`src/rtl/axi_atop_reject_pkg.sv`:
```
// Shared AXI channel payloads and constants for the atomic-reject stage.
// Defines the default request/response structs used on both AXI ports.
package axi_atop_reject_pkg;

  localparam int unsigned IdWidth   = 4;
  localparam int unsigned AddrWidth = 32;
  localparam int unsigned DataWidth = 32;
  localparam int unsigned StrbWidth = DataWidth / 8;

  // atop bit that marks an atomic needing a read response
  localparam int unsigned ATOP_R_RESP = 5;
  localparam logic [1:0]  RESP_OKAY   = 2'b00;
  localparam logic [1:0]  RESP_SLVERR = 2'b10;

  typedef struct packed {
    logic [IdWidth-1:0]   id;
    logic [AddrWidth-1:0] addr;
    logic [7:0]           len;
    logic [2:0]           size;
    logic [1:0]           burst;
    logic [5:0]           atop;
  } aw_chan_t;

  typedef struct packed {
    logic [DataWidth-1:0] data;
    logic [StrbWidth-1:0] strb;
    logic                 last;
  } w_chan_t;

  typedef struct packed {
    logic [IdWidth-1:0] id;
    logic [1:0]         resp;
  } b_chan_t;

  typedef struct packed {
    logic [IdWidth-1:0]   id;
    logic [AddrWidth-1:0] addr;
    logic [7:0]           len;
    logic [2:0]           size;
    logic [1:0]           burst;
  } ar_chan_t;

  typedef struct packed {
    logic [IdWidth-1:0]   id;
    logic [DataWidth-1:0] data;
    logic [1:0]           resp;
    logic                 last;
  } r_chan_t;

  typedef struct packed {
    aw_chan_t aw;
    logic     aw_valid;
    w_chan_t  w;
    logic     w_valid;
    logic     b_ready;
    ar_chan_t ar;
    logic     ar_valid;
    logic     r_ready;
  } axi_req_t;

  typedef struct packed {
    logic    aw_ready;
    logic    ar_ready;
    logic    w_ready;
    logic    b_valid;
    b_chan_t b;
    logic    r_valid;
    r_chan_t r;
  } axi_resp_t;

endpackage

```
`src/rtl/axi_atop_reject.sv`:
```
// Terminates AXI5 atomic writes locally: absorbs their W beats, answers with
// a SLVERR B and, for atomics that return data, len+1 SLVERR R beats.
// Non-atomic traffic and the AR channel pass straight through.
// Ports:
//   clk_i       clock
//   rst_i       synchronous reset, active-high
//   slv_req_i   upstream request
//   slv_resp_o  upstream response
//   mst_req_o   downstream request (toward the atop-zeroing stage)
//   mst_resp_i  downstream response
module axi_atop_reject #(
  parameter int unsigned AxiIdWidth      = 4,
  parameter int unsigned AxiMaxWriteTxns = 8,
  parameter type axi_req_t  = axi_atop_reject_pkg::axi_req_t,
  parameter type axi_resp_t = axi_atop_reject_pkg::axi_resp_t
) (
  input  logic      clk_i,
  input  logic      rst_i,
  input  axi_req_t  slv_req_i,
  output axi_resp_t slv_resp_o,
  output axi_req_t  mst_req_o,
  input  axi_resp_t mst_resp_i
);
  import axi_atop_reject_pkg::*;

  localparam int unsigned CntWidth = $clog2(AxiMaxWriteTxns + 1);

  typedef enum logic [1:0] {IDLE, ABSORB_W, INJ_B, INJ_R} state_e;

  state_e                state_q, state_d;
  logic [CntWidth-1:0]   w_cnt_q, w_cnt_d;
  logic                  r_busy_q, r_busy_d;
  logic                  b_lock_q, b_lock_d;
  logic                  r_lock_q, r_lock_d;
  logic [AxiIdWidth-1:0] id_q, id_d;
  logic [7:0]            len_q, len_d;
  logic [7:0]            beat_q, beat_d;
  logic                  need_r_q, need_r_d;
  logic                  is_atop;

  assign is_atop = |slv_req_i.aw.atop;

  // Channel routing, FSM next state and bookkeeping
  always_comb begin
    logic b_inj;
    logic r_inj;
    logic aw_fwd_hs;
    logic w_last_hs;

    state_d    = state_q;
    w_cnt_d    = w_cnt_q;
    r_busy_d   = r_busy_q;
    b_lock_d   = b_lock_q;
    r_lock_d   = r_lock_q;
    id_d       = id_q;
    len_d      = len_q;
    beat_d     = beat_q;
    need_r_d   = need_r_q;
    mst_req_o  = slv_req_i;
    slv_resp_o = mst_resp_i;

    // AW: atomics only start with no forwarded write still owing W beats
    mst_req_o.aw_valid  = 1'b0;
    slv_resp_o.aw_ready = 1'b0;
    if (state_q == IDLE) begin
      if (is_atop) begin
        slv_resp_o.aw_ready = (w_cnt_q == '0);
      end else if (w_cnt_q < CntWidth'(AxiMaxWriteTxns)) begin
        mst_req_o.aw_valid  = slv_req_i.aw_valid;
        slv_resp_o.aw_ready = mst_resp_i.aw_ready;
      end
    end

    // W: forwarded bursts first, then absorb the atomic's beats
    mst_req_o.w_valid  = 1'b0;
    slv_resp_o.w_ready = 1'b0;
    if (w_cnt_q != '0) begin
      mst_req_o.w_valid  = slv_req_i.w_valid;
      slv_resp_o.w_ready = mst_resp_i.w_ready;
    end else if (state_q == ABSORB_W) begin
      slv_resp_o.w_ready = 1'b1;
    end

    // B: inject only once no downstream B is half-presented upstream
    b_inj = (state_q == INJ_B) && !b_lock_q;
    if (b_inj) begin
      slv_resp_o.b_valid = 1'b1;
      slv_resp_o.b.id    = id_q;
      slv_resp_o.b.resp  = RESP_SLVERR;
      mst_req_o.b_ready  = 1'b0;
    end

    // R: inject only between downstream bursts
    r_inj = (state_q == INJ_R) && !r_lock_q && !r_busy_q;
    if (r_inj) begin
      slv_resp_o.r_valid = 1'b1;
      slv_resp_o.r.id    = id_q;
      slv_resp_o.r.data  = '0;
      slv_resp_o.r.resp  = RESP_SLVERR;
      slv_resp_o.r.last  = (beat_q == len_q);
      mst_req_o.r_ready  = 1'b0;
    end

    // No handshake on either side while in reset
    if (rst_i) begin
      mst_req_o.aw_valid  = 1'b0;
      mst_req_o.w_valid   = 1'b0;
      mst_req_o.b_ready   = 1'b0;
      mst_req_o.ar_valid  = 1'b0;
      mst_req_o.r_ready   = 1'b0;
      slv_resp_o.aw_ready = 1'b0;
      slv_resp_o.w_ready  = 1'b0;
      slv_resp_o.b_valid  = 1'b0;
      slv_resp_o.ar_ready = 1'b0;
      slv_resp_o.r_valid  = 1'b0;
    end

    // Outstanding forwarded writes still owing their W last
    aw_fwd_hs = mst_req_o.aw_valid && mst_resp_i.aw_ready;
    w_last_hs = mst_req_o.w_valid && mst_resp_i.w_ready && mst_req_o.w.last;
    if (aw_fwd_hs && !w_last_hs) begin
      w_cnt_d = w_cnt_q + CntWidth'(1);
    end else if (!aw_fwd_hs && w_last_hs) begin
      w_cnt_d = w_cnt_q - CntWidth'(1);
    end

    // Pass-through B/R presented but not yet taken must finish first
    if (!b_inj) begin
      b_lock_d = slv_resp_o.b_valid && !slv_req_i.b_ready;
    end
    if (!r_inj) begin
      r_lock_d = slv_resp_o.r_valid && !slv_req_i.r_ready;
      if (slv_resp_o.r_valid && slv_req_i.r_ready) begin
        r_busy_d = !slv_resp_o.r.last;
      end
    end

    unique case (state_q)
      IDLE: begin
        if (is_atop && slv_req_i.aw_valid && slv_resp_o.aw_ready) begin
          id_d     = AxiIdWidth'(slv_req_i.aw.id);
          len_d    = slv_req_i.aw.len;
          need_r_d = slv_req_i.aw.atop[ATOP_R_RESP];
          state_d  = ABSORB_W;
        end
      end
      ABSORB_W: begin
        if (slv_req_i.w_valid && slv_resp_o.w_ready && slv_req_i.w.last) begin
          state_d = INJ_B;
        end
      end
      INJ_B: begin
        if (b_inj && slv_req_i.b_ready) begin
          beat_d  = '0;
          state_d = need_r_q ? INJ_R : IDLE;
        end
      end
      INJ_R: begin
        if (r_inj && slv_req_i.r_ready) begin
          if (beat_q == len_q) begin
            state_d = IDLE;
          end else begin
            beat_d = beat_q + 8'd1;
          end
        end
      end
      default: state_d = IDLE;
    endcase
  end

  // State register
  always_ff @(posedge clk_i) begin
    if (rst_i) begin
      state_q  <= IDLE;
      w_cnt_q  <= '0;
      r_busy_q <= 1'b0;
      b_lock_q <= 1'b0;
      r_lock_q <= 1'b0;
      id_q     <= '0;
      len_q    <= '0;
      beat_q   <= '0;
      need_r_q <= 1'b0;
    end else begin
      state_q  <= state_d;
      w_cnt_q  <= w_cnt_d;
      r_busy_q <= r_busy_d;
      b_lock_q <= b_lock_d;
      r_lock_q <= r_lock_d;
      id_q     <= id_d;
      len_q    <= len_d;
      beat_q   <= beat_d;
      need_r_q <= need_r_d;
    end
  end

endmodule

```
`config.mk`:
```
export PLATFORM = sky130hd
export DESIGN_NAME = axi_atop_reject
export DESIGN_NICKNAME = d
export VERILOG_FILES = /design/src/rtl/axi_atop_reject_pkg.sv /design/src/rtl/axi_atop_reject.sv
export SDC_FILE = /design/constraint.sdc
export NUM_CORES = 1
export LEC_CHECK = 0
export BUFFER_PORTS_ARGS = -buffer_cell sky130_fd_sc_hd__buf_2
export CAP_MARGIN = 20
export CORE_AREA = 5 5 152 154
export CTS_CLUSTER_SIZE = 16
export DETAILED_ROUTE_END_ITERATION = 7
export DIE_AREA = 0 0 157 159
export PLACE_DENSITY = 0.38
export SYNTH_ARGS = -nofsm -noshare
export SYNTH_HDL_FRONTEND = slang
export SYNTH_SLANG_ARGS = --single-unit
```
`constraint.sdc`:
```
create_clock -name clk_i -period 3.9 [get_ports clk_i]
set_input_delay 0.975 -clock clk_i [delete_from_list [all_inputs] [get_ports clk_i]]
set_output_delay 0.975 -clock clk_i [all_outputs]
set_load 0.01 [all_outputs]
```
==> impl_metrics.prom <==
# TYPE chip_impl_metric gauge
chip_impl_metric{name="cp_max_fo",unit=""} 17
chip_impl_info{name="critical_path.startpoint_type",value="flip-flop"} 1
chip_impl_info{name="synth_top_family_by_area",value="buffers and inverters"} 1
chip_impl_metric{name="layout-area-overhead-vs-synth",unit="%"} 5.52
chip_impl_metric{name="number_of_antenna_violations_at_the_first_check_in_global_routing",unit=""} 1
chip_impl_metric{name="power.leakage",unit="nW"} 1.46
chip_impl_metric{name="routed_via_density",unit=""} 3.39
chip_impl_metric{name="worst_slew_margin_rel",unit=""} 0.525
chip_impl_metric{name="clk_latency",unit="ns"} 0.27
chip_impl_metric{name="switching_power",unit="W"} 0.000243
chip_impl_metric{name="cp_data_arrival_time",unit="ns"} 2.28
chip_impl_metric{name="timing.final.crit_share",unit=""} 0.834
chip_impl_metric{name="internal_power",unit="W"} 0.000695
chip_impl_metric{name="design.core.area",unit="um2"} 21600
chip_impl_metric{name="first_iter_violations",unit=""} 64
chip_impl_metric{name="async_flop_share",unit=""} 0
chip_impl_metric{name="io_pins",unit=""} 394
chip_impl_metric{name="rows",unit=""} 54
chip_impl_metric{name="wl",unit="um"} 8910
chip_impl_metric{name="totalNegativeSetupSlack",unit="ns"} 0
chip_impl_metric{name="worstPathRequired",unit="ns"} 2.92
chip_impl_info{name="timing.setup.critical_path_class",value="flip-flop to output port"} 1
chip_impl_metric{name="grt_use_total",unit=""} 0.0690
chip_impl_metric{name="clock_tree.buffer_depth",unit=""} 2
chip_impl_metric{name="grt_pass1_vias",unit=""} 2380
chip_impl_metric{name="synth_top_area_frac",unit=""} 0.348
chip_impl_metric{name="final.setup_skew",unit="ns"} 0.00564
chip_impl_metric{name="setup-violations-final",unit=""} 0
chip_impl_info{name="tritoncts",value="built"} 1
chip_impl_metric{name="finish.net_count",unit=""} 596
chip_impl_metric{name="maxClockFrequency",unit="MHz"} 308
chip_impl_metric{name="n_antenna_cell",unit=""} 0
chip_impl_metric{name="vdd_drop_max",unit="V"} 0.000139
chip_impl_metric{name="h-tree-depth",unit=""} 2
chip_impl_info{name="synth.top_cells.by_area",value="sky130_fd_sc_hd__buf_4 35%, sky130_fd_sc_hd__dfxtp_1 20%, sky130_fd_sc_hd__nor2b_1 8.2%"} 1
chip_impl_metric{name="timing.hold.ws",unit="ns"} 0.467
chip_impl_metric{name="power_density",unit="nW/um2"} 292
chip_impl_metric{name="sw_frac_of_total",unit=""} 0.259
chip_impl_metric{name="clk_pin_slew_worst_paths",unit="ns"} 0.05
chip_impl_metric{name="postCtsHoldBufs",unit=""} 0
chip_impl_metric{name="post_cts.repair.setup_buffers",unit=""} 0
chip_impl_metric{name="power_total",unit="W"} 0.000938
chip_impl_metric{name="port-buffer-count",unit=""} 149
chip_impl_info{name="yosys.cell_count.top_type",value="sky130_fd_sc_hd__buf_4"} 1
chip_impl_info{name="rsz0062_at_grt",value="false"} 1
chip_impl_metric{name="synth-compound-area-share",unit=""} 0.0873
chip_impl_info{name="ys_top_cells_by_count",value="141 x sky130_fd_sc_hd__buf_4, 40 x sky130_fd_sc_hd__nor2b_1, 31 x sky130_fd_sc_hd__nand2_1, 30 x sky130_fd_sc_hd__dfxtp_1, 25 x sky130_fd_sc_hd__a21oi_1"} 1
chip_impl_metric{name="cts_inserted_buffers",unit=""} 5
chip_impl_info{name="ys_dominant_reg_cell",value="sky130_fd_sc_hd__dfxtp_1"} 1
chip_impl_metric{name="comb_power_share",unit=""} 0.202
chip_impl_info{name="run_status",value="complete, no violations"} 1
chip_impl_metric{name="cts.sink_count",unit=""} 30
chip_impl_metric{name="postCtsResizedCells",unit=""} 0
chip_impl_metric{name="synth.yosys.seq_area_share",unit=""} 0.198
chip_impl_metric{name="die_outline_width",unit="um"} 157
chip_impl_metric{name="worstMarginPinSlew",unit="ns"} 0.712
chip_impl_metric{name="multiInputGateArea",unit="um2"} 1290
chip_impl_metric{name="synth_enable_flop_cells",unit=""} 0
chip_impl_metric{name="detail_route.wl_per_cell",unit="um"} 13.2
chip_impl_info{name="hold_path_class",value="flip-flop to flip-flop"} 1
chip_impl_metric{name="largest_net_degree_at_the_start_of_global_routing",unit=""} 34
chip_impl_metric{name="synth.lib_cells_used.distinct",unit=""} 44
chip_impl_info{name="cp_cell_sequence",value="and3_1 > mux2_2 > buf_2"} 1
chip_impl_metric{name="final_core_utilization",unit=""} 0.149
chip_impl_metric{name="critical_path.n_buffers_inverters",unit=""} 1
chip_impl_info{name="timing.critical_path.slowest_stage_cell",value="sky130_fd_sc_hd__and3_1"} 1
chip_impl_metric{name="layoutNonFillerInstCount",unit=""} 674
chip_impl_metric{name="layout.area.seq",unit="um2"} 601
chip_impl_metric{name="synth_adder_area_share",unit=""} 0.0231
chip_impl_metric{name="fin_crit",unit="ns"} 3.25
chip_impl_metric{name="post_synth_and_or_nand_nor_area_fraction",unit=""} 0.239
chip_impl_info{name="post-synth-top-area-cell",value="sky130_fd_sc_hd__buf_4"} 1
chip_impl_metric{name="avgSynthCellArea",unit="um2"} 7.83
chip_impl_metric{name="detailedPlacementHpwl",unit="um"} 7490
chip_impl_metric{name="proportion_of_layout_cells_with_a_drive_suffix_above_1",unit=""} 0.457
chip_impl_metric{name="die_area",unit="um2"} 25000
chip_impl_metric{name="vias",unit=""} 2283
chip_impl_metric{name="final_weighted_congestion_of_routability_driven_global_placement",unit=""} 0.702
chip_impl_metric{name="grt_pass1_wl",unit="um"} 13900
chip_impl_metric{name="initial_core_util",unit=""} 0.141
chip_impl_info{name="cts.root.buffer_cell",value="sky130_fd_sc_hd__clkbuf_16"} 1
chip_impl_metric{name="grt_remaining_overflow",unit=""} 0
chip_impl_metric{name="floorplan.die.height",unit="um"} 159
chip_impl_metric{name="timing.max_cap.violations",unit=""} 0
chip_impl_info{name="critical_path.top_delay_family",value="simple AND/OR/NAND/NOR gates"} 1
chip_impl_info{name="critical_path.endpoint_type",value="output port"} 1
chip_impl_metric{name="seq_power_share",unit=""} 0.349
chip_impl_metric{name="regToRegSetupSlack",unit="ns"} 0.95
chip_impl_metric{name="pwr-share-clk",unit=""} 0.449
chip_impl_metric{name="worst_path_largest_cell_delay",unit="ns"} 0.72
chip_impl_metric{name="postRouteAntennaNets",unit=""} 0
chip_impl_metric{name="instance_count_of_the_mapped_netlist",unit=""} 388
chip_impl_metric{name="finalHoldViolCount",unit=""} 0
chip_impl_metric{name="synth-warning-count",unit=""} 0
chip_impl_metric{name="placed_cells",unit=""} 666
chip_impl_metric{name="post_synthesis_mux_area_share",unit=""} 0.0362
chip_impl_metric{name="postSynthNetCount",unit=""} 591
chip_impl_metric{name="timing_max_transition_violations_final",unit=""} 0
chip_impl_metric{name="syn_area",unit="um2"} 3040
chip_impl_metric{name="post_synth_xor_area_fraction",unit=""} 0.0403
chip_impl_metric{name="route.detailed.drc",unit=""} 0
chip_impl_metric{name="synth.ff_latch_count",unit=""} 30
chip_impl_metric{name="drt_first_pass_iters",unit=""} 4
chip_impl_metric{name="final.fill_count",unit=""} 2446
stage by stage:
step,setup slack [ns],instance area (um2)
2_1_floorplan,0.470,3040
3_3_place_gp,0.426,3040
3_5_place_dp,0.431,3040
4_1_cts,0.610,3210
5_1_grt,0.431,3210
6_report,0.649,3210
logic make-up (layout without fill, tap and decap cells):
kind of cell             after synthesis  after routing
AO/OA/AOI/OAI                         44             44
XOR/XNOR                              14             14
adder cells (fa/ha/maj)                5              5
buffers and inverters                160            166
flip-flops                            30             30
multiplexers                          10             10
AND/OR/NAND/NOR                      125            125
routing by layer:
metal	part of all wire	routed length, um	up-vias	global-route usage
met3	0.095	845	25	0.0318
met4	0.019	167	2	0.0225
met5	0.0015	13	-	0
met2	0.47	4190	117	0.108
met1	0.41	3690	1002	0.0841
li1	-	-	1137	-
worst paths after layout:
kind	from	end	cells past startpoint
max	state_q[0]	slv_resp_o[35]	3
min	len_q[7]	len_q[7]	2
max reg2reg	state_q[0]	w_cnt_q[3]	11
min reg2reg	len_q[7]	len_q[7]	2
flip-flops by register name (all words and copies together), names as in the netlist:
signal / count
id_q: 4
r_lock_q: 1
r_busy_q: 1
need_r_q: 1
len_q: 8
state_q: 2
w_cnt_q: 4
b_lock_q: 1
beat_q: 8
power by group through the flow:
stage | sequential, W | clock, W | combinational (W)
finish | 0.000327 | 0.000421 | 0.000190
global route | 0.000328 | 0.000452 | 0.000211
CTS | 0.000327 | 0.000437 | 0.000195
detailed placement | 0.000333 | 0 | 0.000194
global placement | 0.000334 | 0 | 0.000195
floorplan | 0.000327 | 0 | 0.000243
cell type report:
class | count | share of cell area
multi-input cells | 198 | 0.404
repair buffers | 153 | 0.242
flip-flops and latches | 30 | 0.187
well taps | 280 | 0.109
clock buffers | 8 | 0.0519
inverters | 5 | 0.00585
layout by cell type (no fill, tap or decap), types with 2 or more instances in the layout:
master | netlist | final
sky130_fd_sc_hd__buf_2 | 4 | 149
sky130_fd_sc_hd__nor2b_1 | 40 | 40
sky130_fd_sc_hd__nand2_1 | 31 | 31
sky130_fd_sc_hd__dfxtp_1 | 30 | 30
sky130_fd_sc_hd__a21oi_1 | 25 | 25
sky130_fd_sc_hd__nor2_1 | 16 | 16
sky130_fd_sc_hd__nand3_1 | 10 | 10
sky130_fd_sc_hd__xor2_1 | 9 | 9
sky130_fd_sc_hd__mux2_2 | 8 | 8
sky130_fd_sc_hd__inv_1 | 5 | 5
sky130_fd_sc_hd__xnor2_1 | 5 | 5
sky130_fd_sc_hd__clkbuf_16 | 0 | 5
sky130_fd_sc_hd__nor3b_1 | 4 | 4
sky130_fd_sc_hd__a21o_1 | 4 | 4
sky130_fd_sc_hd__ha_1 | 4 | 4
sky130_fd_sc_hd__buf_4 | 141 | 4
sky130_fd_sc_hd__nor4_4 | 3 | 3
sky130_fd_sc_hd__o21ai_0 | 3 | 3
sky130_fd_sc_hd__nor4_1 | 3 | 3
sky130_fd_sc_hd__clkbuf_8 | 0 | 3
sky130_fd_sc_hd__nor3b_2 | 2 | 2
sky130_fd_sc_hd__or2_2 | 2 | 2
sky130_fd_sc_hd__and3_1 | 2 | 2
sky130_fd_sc_hd__mux2i_1 | 2 | 2
sky130_fd_sc_hd__nor4b_1 | 2 | 2
sky130_fd_sc_hd__and2_1 | 2 | 2
sky130_fd_sc_hd__a31oi_1 | 2 | 2
sky130_fd_sc_hd__a221oi_1 | 2 | 2
sky130_fd_sc_hd__nor3_1 | 2 | 2
sky130_fd_sc_hd__a21bo_2 | 2 | 2
sky130_fd_sc_hd__nand3b_1 | 2 | 2
worst register-to-register path, stage by stage (launching register included):
cell                      delay [ns]
sky130_fd_sc_hd__dfxtp_1        0.49
sky130_fd_sc_hd__nor4b_1        0.56
sky130_fd_sc_hd__nor3b_1        0.27
sky130_fd_sc_hd__and2_1         0.16
sky130_fd_sc_hd__ha_1           0.18
sky130_fd_sc_hd__inv_1          0.08
sky130_fd_sc_hd__ha_1           0.28
sky130_fd_sc_hd__a21o_1         0.17
sky130_fd_sc_hd__a21oi_1        0.17
sky130_fd_sc_hd__xnor2_1        0.09
sky130_fd_sc_hd__or3_1          0.30
sky130_fd_sc_hd__a21oi_1        0.13
(Power assumes the default switching activity.)
